--- src/rtl/msg_loader_if.sv ---
// Byte-stream handshake into msg_loader: valid/data/last from the source, ready back from the loader.
interface msg_loader_if #(
    parameter int unsigned SYMBOL_WIDTH = 8
);
    logic                    in_valid;
    logic [SYMBOL_WIDTH-1:0] in_data;
    logic                    in_last;
    logic                    regop_in_ready;

    modport master (
        output in_valid,
        output in_data,
        output in_last,
        input  regop_in_ready
    );

    modport slave (
        input  in_valid,
        input  in_data,
        input  in_last,
        output regop_in_ready
    );
endinterface

--- src/rtl/msg_loader.sv ---
// Writes an incoming byte stream into the message SRAM, then hands the SRAM to gen_padded with a
// go pulse and the message length, holding off new input until gen_padded reports completion.
module msg_loader #(
    parameter int unsigned MAX_MESSAGE_LENGTH = 55,
    parameter int unsigned SYMBOL_WIDTH       = 8,
    parameter int unsigned ADDR_WIDTH         = $clog2(MAX_MESSAGE_LENGTH)
) (
    input  logic                    clock,
    input  logic                    reset,
    msg_loader_if.slave             in_if,
    input  logic                    pad_rdy,
    output logic                    regop_msg_mem_en,
    output logic                    regop_msg_mem_write,
    output logic [ADDR_WIDTH-1:0]   regop_msg_mem_addr,
    output logic [SYMBOL_WIDTH-1:0] regop_msg_mem_wdata,
    output logic                    regop_mem_own,
    output logic                    regop_main_go,
    output logic [ADDR_WIDTH-1:0]   regop_msg_len,
    output logic                    regop_overflow
);

    localparam logic [2:0] StIdle  = 3'd0;
    localparam logic [2:0] StLoad  = 3'd1;
    localparam logic [2:0] StDrain = 3'd2;
    localparam logic [2:0] StGo    = 3'd3;
    localparam logic [2:0] StWait  = 3'd4;

    localparam logic [ADDR_WIDTH-1:0] MaxLen = ADDR_WIDTH'(MAX_MESSAGE_LENGTH);
    localparam logic [ADDR_WIDTH-1:0] One    = ADDR_WIDTH'(1);

    logic [2:0]              state_q, state_d;
    logic [ADDR_WIDTH-1:0]   count_q, count_d;
    logic                    in_ready_q, in_ready_d;
    logic                    mem_en_q, mem_en_d;
    logic                    write_q, write_d;
    logic [ADDR_WIDTH-1:0]   addr_q, addr_d;
    logic [SYMBOL_WIDTH-1:0] wdata_q, wdata_d;
    logic                    mem_own_q, mem_own_d;
    logic                    main_go_q, main_go_d;
    logic [ADDR_WIDTH-1:0]   msg_len_q, msg_len_d;
    logic                    overflow_q, overflow_d;
    logic                    accept;

    assign accept = in_if.in_valid & in_ready_q;

    always_comb begin
        state_d    = state_q;
        count_d    = count_q;
        in_ready_d = in_ready_q;
        mem_en_d   = 1'b0;
        write_d    = 1'b0;
        addr_d     = addr_q;
        wdata_d    = wdata_q;
        mem_own_d  = mem_own_q;
        main_go_d  = 1'b0;
        msg_len_d  = msg_len_q;
        overflow_d = overflow_q;

        case (state_q)
            StIdle: begin
                in_ready_d = 1'b1;
                mem_own_d  = 1'b1;
                if (accept) begin
                    overflow_d = 1'b0;
                    mem_en_d   = 1'b1;
                    write_d    = 1'b1;
                    addr_d     = '0;
                    wdata_d    = in_if.in_data;
                    count_d    = One;
                    if (in_if.in_last) begin
                        msg_len_d  = One;
                        in_ready_d = 1'b0;
                        state_d    = StGo;
                    end else begin
                        state_d = StLoad;
                    end
                end
            end
            StLoad: begin
                if (accept) begin
                    if (count_q < MaxLen) begin
                        mem_en_d = 1'b1;
                        write_d  = 1'b1;
                        addr_d   = count_q;
                        wdata_d  = in_if.in_data;
                        count_d  = count_q + One;
                        if (in_if.in_last) begin
                            msg_len_d  = count_q + One;
                            in_ready_d = 1'b0;
                            state_d    = StGo;
                        end
                    end else begin
                        // SRAM is full: drop the byte and swallow the rest of the message.
                        overflow_d = 1'b1;
                        state_d    = in_if.in_last ? StIdle : StDrain;
                    end
                end
            end
            StDrain: begin
                in_ready_d = 1'b1;
                if (accept && in_if.in_last) begin
                    state_d = StIdle;
                end
            end
            StGo: begin
                // Final write already issued last cycle, so the SRAM can be released now.
                in_ready_d = 1'b0;
                mem_own_d  = 1'b0;
                main_go_d  = 1'b1;
                state_d    = StWait;
            end
            StWait: begin
                in_ready_d = 1'b0;
                mem_own_d  = 1'b0;
                if (pad_rdy) begin
                    in_ready_d = 1'b1;
                    mem_own_d  = 1'b1;
                    state_d    = StIdle;
                end
            end
            default: begin
                state_d = StIdle;
            end
        endcase
    end

    always_ff @(posedge clock or negedge reset) begin
        if (!reset) begin
            state_q    <= StIdle;
            count_q    <= '0;
            in_ready_q <= 1'b0;
            mem_en_q   <= 1'b0;
            write_q    <= 1'b0;
            addr_q     <= '0;
            wdata_q    <= '0;
            mem_own_q  <= 1'b1;
            main_go_q  <= 1'b0;
            msg_len_q  <= '0;
            overflow_q <= 1'b0;
        end else begin
            state_q    <= state_d;
            count_q    <= count_d;
            in_ready_q <= in_ready_d;
            mem_en_q   <= mem_en_d;
            write_q    <= write_d;
            addr_q     <= addr_d;
            wdata_q    <= wdata_d;
            mem_own_q  <= mem_own_d;
            main_go_q  <= main_go_d;
            msg_len_q  <= msg_len_d;
            overflow_q <= overflow_d;
        end
    end

    assign in_if.regop_in_ready = in_ready_q;
    assign regop_msg_mem_en     = mem_en_q;
    assign regop_msg_mem_write  = write_q;
    assign regop_msg_mem_addr   = addr_q;
    assign regop_msg_mem_wdata  = wdata_q;
    assign regop_mem_own        = mem_own_q;
    assign regop_main_go        = main_go_q;
    assign regop_msg_len        = msg_len_q;
    assign regop_overflow       = overflow_q;

endmodule

--- src/flat_wrapper.sv ---
// flat-port wrapper written by rule: the top's interface ports become plain ports
module msg_loader_flat 
#(
    parameter int unsigned MAX_MESSAGE_LENGTH = 55,
    parameter int unsigned SYMBOL_WIDTH       = 8,
    parameter int unsigned ADDR_WIDTH         = $clog2(MAX_MESSAGE_LENGTH)
)
  (clock, reset, pad_rdy, regop_msg_mem_en, regop_msg_mem_write, regop_msg_mem_addr, regop_msg_mem_wdata, regop_mem_own, regop_main_go, regop_msg_len, regop_overflow, in_if_in_valid, in_if_in_data, in_if_in_last, in_if_regop_in_ready);
  msg_loader_if #(.SYMBOL_WIDTH(SYMBOL_WIDTH)) in_if_i ();
  input  logic clock;
  input  logic reset;
  input  logic pad_rdy;
  output logic regop_msg_mem_en;
  output logic regop_msg_mem_write;
  output logic [ADDR_WIDTH-1:0] regop_msg_mem_addr;
  output logic [SYMBOL_WIDTH-1:0] regop_msg_mem_wdata;
  output logic regop_mem_own;
  output logic regop_main_go;
  output logic [ADDR_WIDTH-1:0] regop_msg_len;
  output logic regop_overflow;
  input wire logic [$bits(in_if_i.in_valid)-1:0] in_if_in_valid;
  input wire logic [$bits(in_if_i.in_data)-1:0] in_if_in_data;
  input wire logic [$bits(in_if_i.in_last)-1:0] in_if_in_last;
  output wire logic [$bits(in_if_i.regop_in_ready)-1:0] in_if_regop_in_ready;
  assign in_if_i.in_valid = in_if_in_valid;
  assign in_if_i.in_data = in_if_in_data;
  assign in_if_i.in_last = in_if_in_last;
  assign in_if_regop_in_ready = in_if_i.regop_in_ready;
  msg_loader #(.MAX_MESSAGE_LENGTH(MAX_MESSAGE_LENGTH), .SYMBOL_WIDTH(SYMBOL_WIDTH), .ADDR_WIDTH(ADDR_WIDTH)) u_core (.clock(clock), .reset(reset), .in_if(in_if_i), .pad_rdy(pad_rdy), .regop_msg_mem_en(regop_msg_mem_en), .regop_msg_mem_write(regop_msg_mem_write), .regop_msg_mem_addr(regop_msg_mem_addr), .regop_msg_mem_wdata(regop_msg_mem_wdata), .regop_mem_own(regop_mem_own), .regop_main_go(regop_main_go), .regop_msg_len(regop_msg_len), .regop_overflow(regop_overflow));
endmodule
--- config.mk ---
export PLATFORM = sky130hd
export DESIGN_NAME = msg_loader_flat
export DESIGN_NICKNAME = d
export VERILOG_FILES = /design/src/rtl/msg_loader_if.sv /design/src/rtl/msg_loader.sv /design/src/flat_wrapper.sv
export SDC_FILE = /design/constraint.sdc
export NUM_CORES = 1
export LEC_CHECK = 0
export BUFFER_PORTS_ARGS = -buffer_cell sky130_fd_sc_hd__buf_4
export CAP_MARGIN = 20
export CORE_MARGIN = 2
export CORE_UTILIZATION = 25
export DETAILED_ROUTE_END_ITERATION = 6
export PLACE_DENSITY = 0.49
export SLEW_MARGIN = 20
export SYNTH_ARGS = -nofsm -noshare
export SYNTH_HDL_FRONTEND = slang
export SYNTH_SLANG_ARGS = --single-unit
--- constraint.sdc ---
create_clock -name clock -period 2.45 [get_ports clock]
set_clock_uncertainty 0.1 [all_clocks]
set_input_delay 0.6125 -clock clock [delete_from_list [all_inputs] [get_ports clock]]
set_output_delay 0.6125 -clock clock [all_outputs]
set_load 0.005 [all_outputs]
==> summary.md, run 1 <==
| Metric | Value |
|---|---|
| FF-to-FF path depth | 5 |
| Final net count | 193 |
| Seq pwr share | 44.0% |
| Max frequency | 0.479 GHz |
| Worst hold slack | 174 ps |
| Slew Limit Headroom | 57.6% |
| Final Hold Viols | 0 |
| Reg2reg end | u_core.regop_msg_mem_wdata[6] |
| Startpoint Class | flip-flop |
| Initial antenna violation count | 0 |
| Most common library cells after synthesis | 33 x dfrtp_1, 22 x nand2_1, 13 x o21ai_0 |
| Setup Fix Bufs, Post-CTS | 0 |
| Detailed Route WL | 3260 µm |
| FF-to-FF Start | u_core.count_q[0] |
| CTS root buf | clkbuf_8 |
| Sequential-to-total area share from yosys stat | 56.8% |
| Vias in the first global route | 1080 |
| Area occupied by multi-input gates | 593 µm² |
| DR pass1 iterations | 3 |
| Sequential cell area | 852 µm² |
| Via count | 1133 |
| CTS Buffer Depth | 2 |
| Fillers | 598 |
| Min cycle time layout | 2090 ps |
| Post-Place Cell Area | 1850 µm² |
| I/O pins | 39 |
| Cells after synthesis | 139 |
| PD cells | 1020 nW/µm² |
| Status | complete, no violations |
| Total die area | 6630 µm² |
| Clock Latency Late Sink | 280 ps |
| Leak | 0.875 nW |
| Internal | 1.34 mW |
| N_diodes | 0 |
| Placed cells | 247 |
| Hold Path Class | in -> async |
| Syn avg cell area | 10.8 µm² |
| Initial Util | 25.6% |
| Routed vias/inst | 4.44 |
| Comb pwr share | 34.7% |
| Dominant cells by area after synthesis | dfrtp_1 55%, mux2_2 6.8%, nand2_1 5.5% |
| # setup viols final | 0 |
| H-tree Lvls | 2 |
| Max IR drop VDD | 0.000262 V |
| DRC violations left | 0 |
| Final Max Tran Viols | 0 |
| Layout area overhead | 29.5% |
| Critical Path Fanout Max | 12 |
| CTS Hold Bufs | 0 |
| Crit end category | flip-flop |
| First-pass GRT wire length | 5400 µm |
| Worst Tran Pin Value | 634 ps |
| Sw Ratio | 32.4% |
| TritonCTS clock tree | built |
| RSZ-0062 raised after global routing | false |
| Largest area contributor in the netlist | dfrtp_1 |
| Synth cell types | 34 |
| Row Count | 28 |
| Mapped cell area | 1500 µm² |
| Post-synthesis net count | 153 |
| Flop2flop setup slack | 360 ps |
| Largest net degree at the start of global routing | 35 |
| Clk pwr share | 21.3% |
| CTS sink cnt | 34 |
| Post-synth EDFFs | 0 |
| Critical path class | reg -> reg |
| Clock slew at reported path FFs | 70 ps |
| Die H | 81.4 µm |
| Iter 0 DRT Violations | 65 |
| Post-DP HPWL | 2360 µm |
| MaxCap Viol Count | 0 |
| Fin area | 1940 µm² |
| Top-count cell post-synth | dfrtp_1 |
| Global-route usage over all layers | 11.1% |
| PortBufs | 38 |
| Synth warn | 0 |
| Worst EP required | 2520 ps |
| CTS resizes | 0 |
| Psw | 0.641 mW |
| Grt total ovfl | 0 |
| Top cell type's share of synthesized area | 55.1% |
| Area of the core | 5850 µm² |
| Sum of negative setup slack | 0 ps |
| Layout cell share with drive strength beyond 1 | 33.3% |
| Ys flop type | dfrtp_1 |
| Fraction of registers with async set/reset | 100% |
| Placer Congestion | 0.770 |
| CTS Buf Count | 5 |
| Flops & latches, synth | 34 |
| Period utilization | 85.3% |
| Post-route ant nets | 0 |
| WP data arrival | 2160 ps |
| Wirelength per Cell | 12.8 µm |
| Cell Count, Final, Fillers Out | 255 |
| Die X | 81.4 µm |
[cells by family after synthesis]
group	count (synthesis)	share of synthesized area [%]
multiplexers	11	8.10
buffers and inverters	10	3.84
adder cells (fa/ha/maj)	1	0.835
XOR/XNOR	5	2.92
AO/OA/AOI/OAI	29	11.5
AND/OR/NAND/NOR	49	15.9
flip-flops	34	56.8
[state kept, by name (all words and copies together) (netlist names)]
| name | cells |
|---|---|
| u_core.regop_msg_len | 6 |
| u_core.in_if.regop_in_ready | 1 |
| u_core.regop_overflow | 1 |
| u_core.count_q | 6 |
| u_core.state_q | 3 |
| u_core.regop_main_go | 1 |
| u_core.regop_msg_mem_wdata | 8 |
| u_core.regop_msg_mem_write | 1 |
| u_core.regop_mem_own | 1 |
| u_core.regop_msg_mem_addr | 6 |
[worst max-delay path, stage by stage, from the launching register on]
cell     delay, ps
dfrtp_1        420
ha_1           270
a21oi_1        140
o21ai_2        440
buf_4          250
mux2_2         350
[layout by cell type (no fill, tap or decap), types with 2 or more instances in the layout]
master    count
buf_4        40
dfrtp_1      33
nand2_1      22
o21ai_0      13
mux2_2        9
nor2_1        7
clkbuf_8      6
a21oi_1       5
nand3_1       4
xnor2_1       4
inv_1         3
nand2b_1      3
nor2b_1       3
o31ai_1       2
a22o_1        2
or3_1         2
mux2i_1       2
nor3_1        2
[per-stage QoR]
step / util [%] / power (mW) / setup slack [ps]
after detailed placement: 31.6 / 1.58 / 375
after global placement: 31.6 / 1.58 / 405
final: 33.2 / 1.98 / 360
after global routing: 33.2 / 2.14 / 253
after CTS: 33.2 / 2.01 / 345
after floorplan: - / 1.27 / 693
[layer usage]
metal | GRT usage [%] | vias to the layer above | share of wire [%]
met4 | 6.10 | 0 | 2.5
li1 | - | 561 | -
met3 | 3.08 | 6 | 3.8
met1 | 14.3 | 545 | 47
met5 | 0 | - | 0
met2 | 16.7 | 21 | 47
[power by group through the flow]
stage / Clock (mW) / Sequential, mW / Combinational [mW]
final: 0.421 / 0.870 / 0.686
after floorplan: 0 / 0.842 / 0.431
after global routing: 0.475 / 0.898 / 0.769
after CTS: 0.435 / 0.873 / 0.700
after detailed placement: 0 / 0.880 / 0.696
after global placement: 0 / 0.882 / 0.695
[area by class of cell]
| class | instances | area share (%) |
|---|---|---|
| clock buffers | 7 | 4.45 |
| clock inverters | 1 | 0.258 |
| inverters | 3 | 0.580 |
| multi-input cells | 95 | 30.5 |
| flip-flops and latches | 34 | 43.9 |
| well taps | 75 | 4.83 |
| repair buffers | 40 | 15.5 |
[worst max path at each step]
stage,endpoint,start,slack (ps)
final,u_core.regop_msg_mem_wdata[6],u_core.count_q[0],360
after global routing,u_core.regop_msg_mem_wdata[6],u_core.count_q[0],250
after CTS,u_core.regop_msg_mem_wdata[6],u_core.count_q[0],350
after detailed placement,u_core.regop_msg_mem_wdata[6],u_core.count_q[0],380
after global placement,u_core.regop_msg_mem_wdata[3],u_core.count_q[0],400
after floorplan,u_core.count_q[2],u_core.count_q[0],690
Power figures use the tool's default switching activity.
==> inputs of run 2 (changes only) <==
--- a/config.mk
+++ b/config.mk
@@ -5,12 +5,13 @@
 export SDC_FILE = /design/constraint.sdc
 export NUM_CORES = 1
 export LEC_CHECK = 0
+export ABC_AREA = 1
 export BUFFER_PORTS_ARGS = -buffer_cell sky130_fd_sc_hd__buf_4
 export CAP_MARGIN = 20
 export CORE_MARGIN = 2
 export CORE_UTILIZATION = 25
 export DETAILED_ROUTE_END_ITERATION = 6
-export PLACE_DENSITY = 0.49
+export PLACE_DENSITY = 0.48
 export SLEW_MARGIN = 20
 export SYNTH_ARGS = -nofsm -noshare
 export SYNTH_HDL_FRONTEND = slang
==> run 2 against run 1 <==
  * Power is 19% higher
  * Die area up 9.8%
  * Critical path depth grew 2
  * Largest cell class unchanged
  * Largest power group is now combinational logic
  * Via count increased by 21%
  * Global-route usage grew 0.61 points
==> summary.md, run 2 <==
| Metric | Value |
|---|---|
| Status | complete, no violations |
| Synth Area in Compound Gates | 6.13% (-5.4 points) |
| Critical-path top delay cell | dfrtp_1 |
| Sum of negative setup slack | 0 ps (unchanged) |
| Worst EP required | 2550 ps (+30 ps) |
| Mapped cell area | 1650 µm² (+10%) |
| CP cell instances | inv_1 -> nand2_2 -> nor2_4 -> nand3_1 -> nand2_2 -> nand2_1 -> o21ai_0 |
| Dominant cells by area after synthesis | dfrtp_1 50%, nand2_1 20%, nand3_1 5.1% |
| Sw Ratio | 40.2% (+7.8 points) |
| Initial Util | 25.9% (+0.28 points) |
| Most common library cells after synthesis | 89 x nand2_1, 33 x dfrtp_1, 17 x nand3_1 |
| TritonCTS clock tree | built |
| Flop2flop setup slack | 660 ps (+300 ps) |
| Detailed Route WL | 3670 µm (+12%) |
| Min cycle time layout | 1790 ps (-298 ps) |
| Row Count | 29 (+3.6%) |
| Period utilization | 73.1% (-12 points) |
| Largest area contributor in the netlist | dfrtp_1 |
| Crit end category | flip-flop |
| Critical Path Fanout Max | 20 (+8) |
| CTS Buf Count | 5 (unchanged) |
| Mux cell area share after synthesis | 0% (-8.1 points) |
| H-tree Lvls | 2 (unchanged) |
| Post-route ant nets | 0 (unchanged) |
| # setup viols final | 0 (unchanged) |
| Startpoint Class | flip-flop |
| Iter 0 DRT Violations | 52 (-20%) |
| Initial antenna violation count | 0 (unchanged) |
| Clk pwr share | 18.0% (-3.3 points) |
| Clock Latency Late Sink | 280 ps (about the same) |
| Simple logic cell fraction of the synthesized area | 34.8% (+19 points) |
| First-pass GRT wire length | 6750 µm (+25%) |
| Leak | 1.13 nW (+29%) |
| Final Total Pwr | 2.35 mW (+19%) |
| Internal | 1.41 mW (+5.3%) |
| Critical path class | reg -> reg |
| Fin area | 2060 µm² (+6.3%) |
| Synth cell types | 15 (-56%) |
| Vias in the first global route | 1491 (+38%) |
| DR pass1 iterations | 5 (+2) |
| Die X | 85.3 µm (+4.8%) |
| Synth Area in XOR/XNOR | 0% (-2.9 points) |
| Most common cell after layout, fill and taps aside | nand2_1 |
| Slew Limit Headroom | 70.5% (+13 points) |
| Max IR drop VDD | 0.000425 V (+62%) |
| Via count | 1366 (+21%) |
| Wirelength per Cell | 11.4 µm (-11%) |
| CTS Hold Bufs | 0 (unchanged) |
| Hold Path Class | in -> async |
| Commonest cells after routing, fill and taps aside | 89 x nand2_1, 38 x buf_4, 33 x dfrtp_1 |
| CTS root buf | clkbuf_8 |
| CTS sink cnt | 34 (unchanged) |
| Worst Tran Pin Value | 442 ps (-192 ps) |
| Psw | 0.946 mW (+48%) |
| Max reg flops | 8 (unchanged) |
| Most used cell, CP | nand2_2 |
| Grt total ovfl | 0 (unchanged) |
| Final Hold Viols | 0 (unchanged) |
| Cells after synthesis | 205 (+47%) |
| Post-Place Cell Area | 1970 µm² (+6.6%) |
| Placer Congestion | 0.786 (+2.0%) |
| CTS Buffer Depth | 2 (unchanged) |
| Layout area overhead | 24.7% |
| N_diodes | 0 (unchanged) |
| Clock slew at reported path FFs | 70 ps (about the same) |
| WP data arrival | 1890 ps (-270 ps) |
| Flops & latches, synth | 34 (unchanged) |
| Sequential-to-total area share from yosys stat | 51.5% (-5.3 points) |
| CP max stage delay | 440 ps (about the same) |
| Final net count | 258 (+34%) |
| PortBufs | 38 (unchanged) |
| Post-synthesis net count | 219 (+43%) |
| FF-to-FF path depth | 7 (+2) |
| Reg2reg end | u_core.count_q[3] |
| Seq pwr share | 39.5% (-4.5 points) |
| Final Max Tran Viols | 0 (unchanged) |
| Layout cell share with drive strength beyond 1 | 24.9% (-8.4 points) |
| I/O pins | 39 (unchanged) |
| Total die area | 7280 µm² (+9.8%) |
| Routed vias/inst | 4.24 (-4.5%) |
| Post-DP HPWL | 2610 µm (+11%) |
| Critical Path Start | u_core.state_q[1] |
| Fraction of registers with async set/reset | 100% (unchanged) |
| CTS resizes | 0 (unchanged) |
| Critical Path End | u_core.count_q[3] |
| Die H | 85.3 µm (+4.8%) |
| Area of the core | 6390 µm² (+9.2%) |
| DRC violations left | 0 (unchanged) |
| Largest family of logic cells by synthesized area | simple AND/OR/NAND/NOR gates |
| Post-Synth Adder-Cell Area | 0.756% (-0.078 points) |
| RSZ-0062 raised after global routing | false |
| MaxCap Viol Count | 0 (unchanged) |
| Synth warn | 0 (unchanged) |
| PD cells | 1140 nW/µm² (+12%) |
| FF-to-FF Start | u_core.state_q[1] |
| Global-route usage over all layers | 11.7% (+0.61 points) |
| Max frequency | 0.558 GHz (+17%) |
| Post-synth EDFFs | 0 (unchanged) |
| Syn avg cell area | 8.07 µm² (-25%) |
| Setup Fix Bufs, Post-CTS | 0 (unchanged) |
| Ys flop type | dfrtp_1 |
| Top-count cell post-synth | nand2_1 |
| Top cell type's share of synthesized area | 49.9% (-5.2 points) |
| Comb pwr share | 42.5% (+7.8 points) |
| Largest net degree at the start of global routing | 35 (unchanged) |
[run 2: cell types whose count changed after synthesis, sizes merged, moves of 3 or more]
cell / delta
nor2b: -3
nand3: +13
mux2: -9
nor2: +9
xnor2: -4
nand2: +78
inv: +10
nand2b: -3
[run 2: power groups by stage]
stage / Combinational, mW / Clock, mW / Sequential [mW]
2_1_floorplan: 0.697 / 0 / 0.925
3_3_place_gp: 1.01 / 0 / 0.943
3_5_place_dp: 1.02 / 0 / 0.940
4_1_cts: 1.02 / 0.448 / 0.933
5_1_grt: 1.17 / 0.471 / 0.968
6_report: 1.00 / 0.424 / 0.930
[run 2: layer usage]
metal / vias up / wire (µm) / GRT usage (%)
met2: 26 / 1720 / 18.2
met1: 620 / 1740 / 15.2
met3: 4 / 157 / 3.21
li1: 716 / - / -
met4: 0 / 47 / 5.19
met5: - / 0 / 0
[run 2: final cells by class]
| class | count | area (µm²) |
|---|---|---|
| fill | 712 | 4320 |
| sequential | 34 | 852 |
| multi-input combinational | 152 | 689 |
| timing repair buffer | 38 | 285 |
| tap | 77 | 96.3 |
| clock buffer | 7 | 86.3 |
| inverter | 13 | 48.8 |
| clock inverter | 1 | 5.00 |
[run 2: worst max-delay path, delay by kind of cell (launching register included)]
family | cells | cell delay, ps
AO/OA/AOI/OAI | 1 | 90
buffers and inverters | 1 | 110
flip-flops | 1 | 440
AND/OR/NAND/NOR | 5 | 950
[run 2: how the worst min path moves through the flow]
stage | from | cells after the start | to
3_5_place_dp | u_core.regop_msg_mem_wdata[7] | 2 | u_core.regop_msg_mem_wdata[7]
2_1_floorplan | reset | 0 | u_core.count_q[0]
4_1_cts | reset | 1 | u_core.regop_overflow
3_3_place_gp | u_core.regop_msg_mem_wdata[6] | 2 | u_core.regop_msg_mem_wdata[6]
6_report | reset | 1 | u_core.regop_overflow
5_1_grt | reset | 1 | u_core.regop_msg_mem_addr[3]
[run 2: cells by family (layout without fill, tap and decap cells)]
group / Yosys count / count (layout)
fa+ha+maj: 1 / 1
buf+inv: 19 / 59
flops: 34 / 34
simple gates: 133 / 133
compound gates: 18 / 18
[run 2: through the flow]
step           utilization [%]  instances  worst slack (ps)  hold WS (ps)
6_report                  32.3        322               658           170
5_1_grt                   32.3        322               490           198
2_1_floorplan                -        205               939           217
3_3_place_gp              30.9        314               636           360
3_5_place_dp              30.9        314               640           361
4_1_cts                   32.3        322               630           184
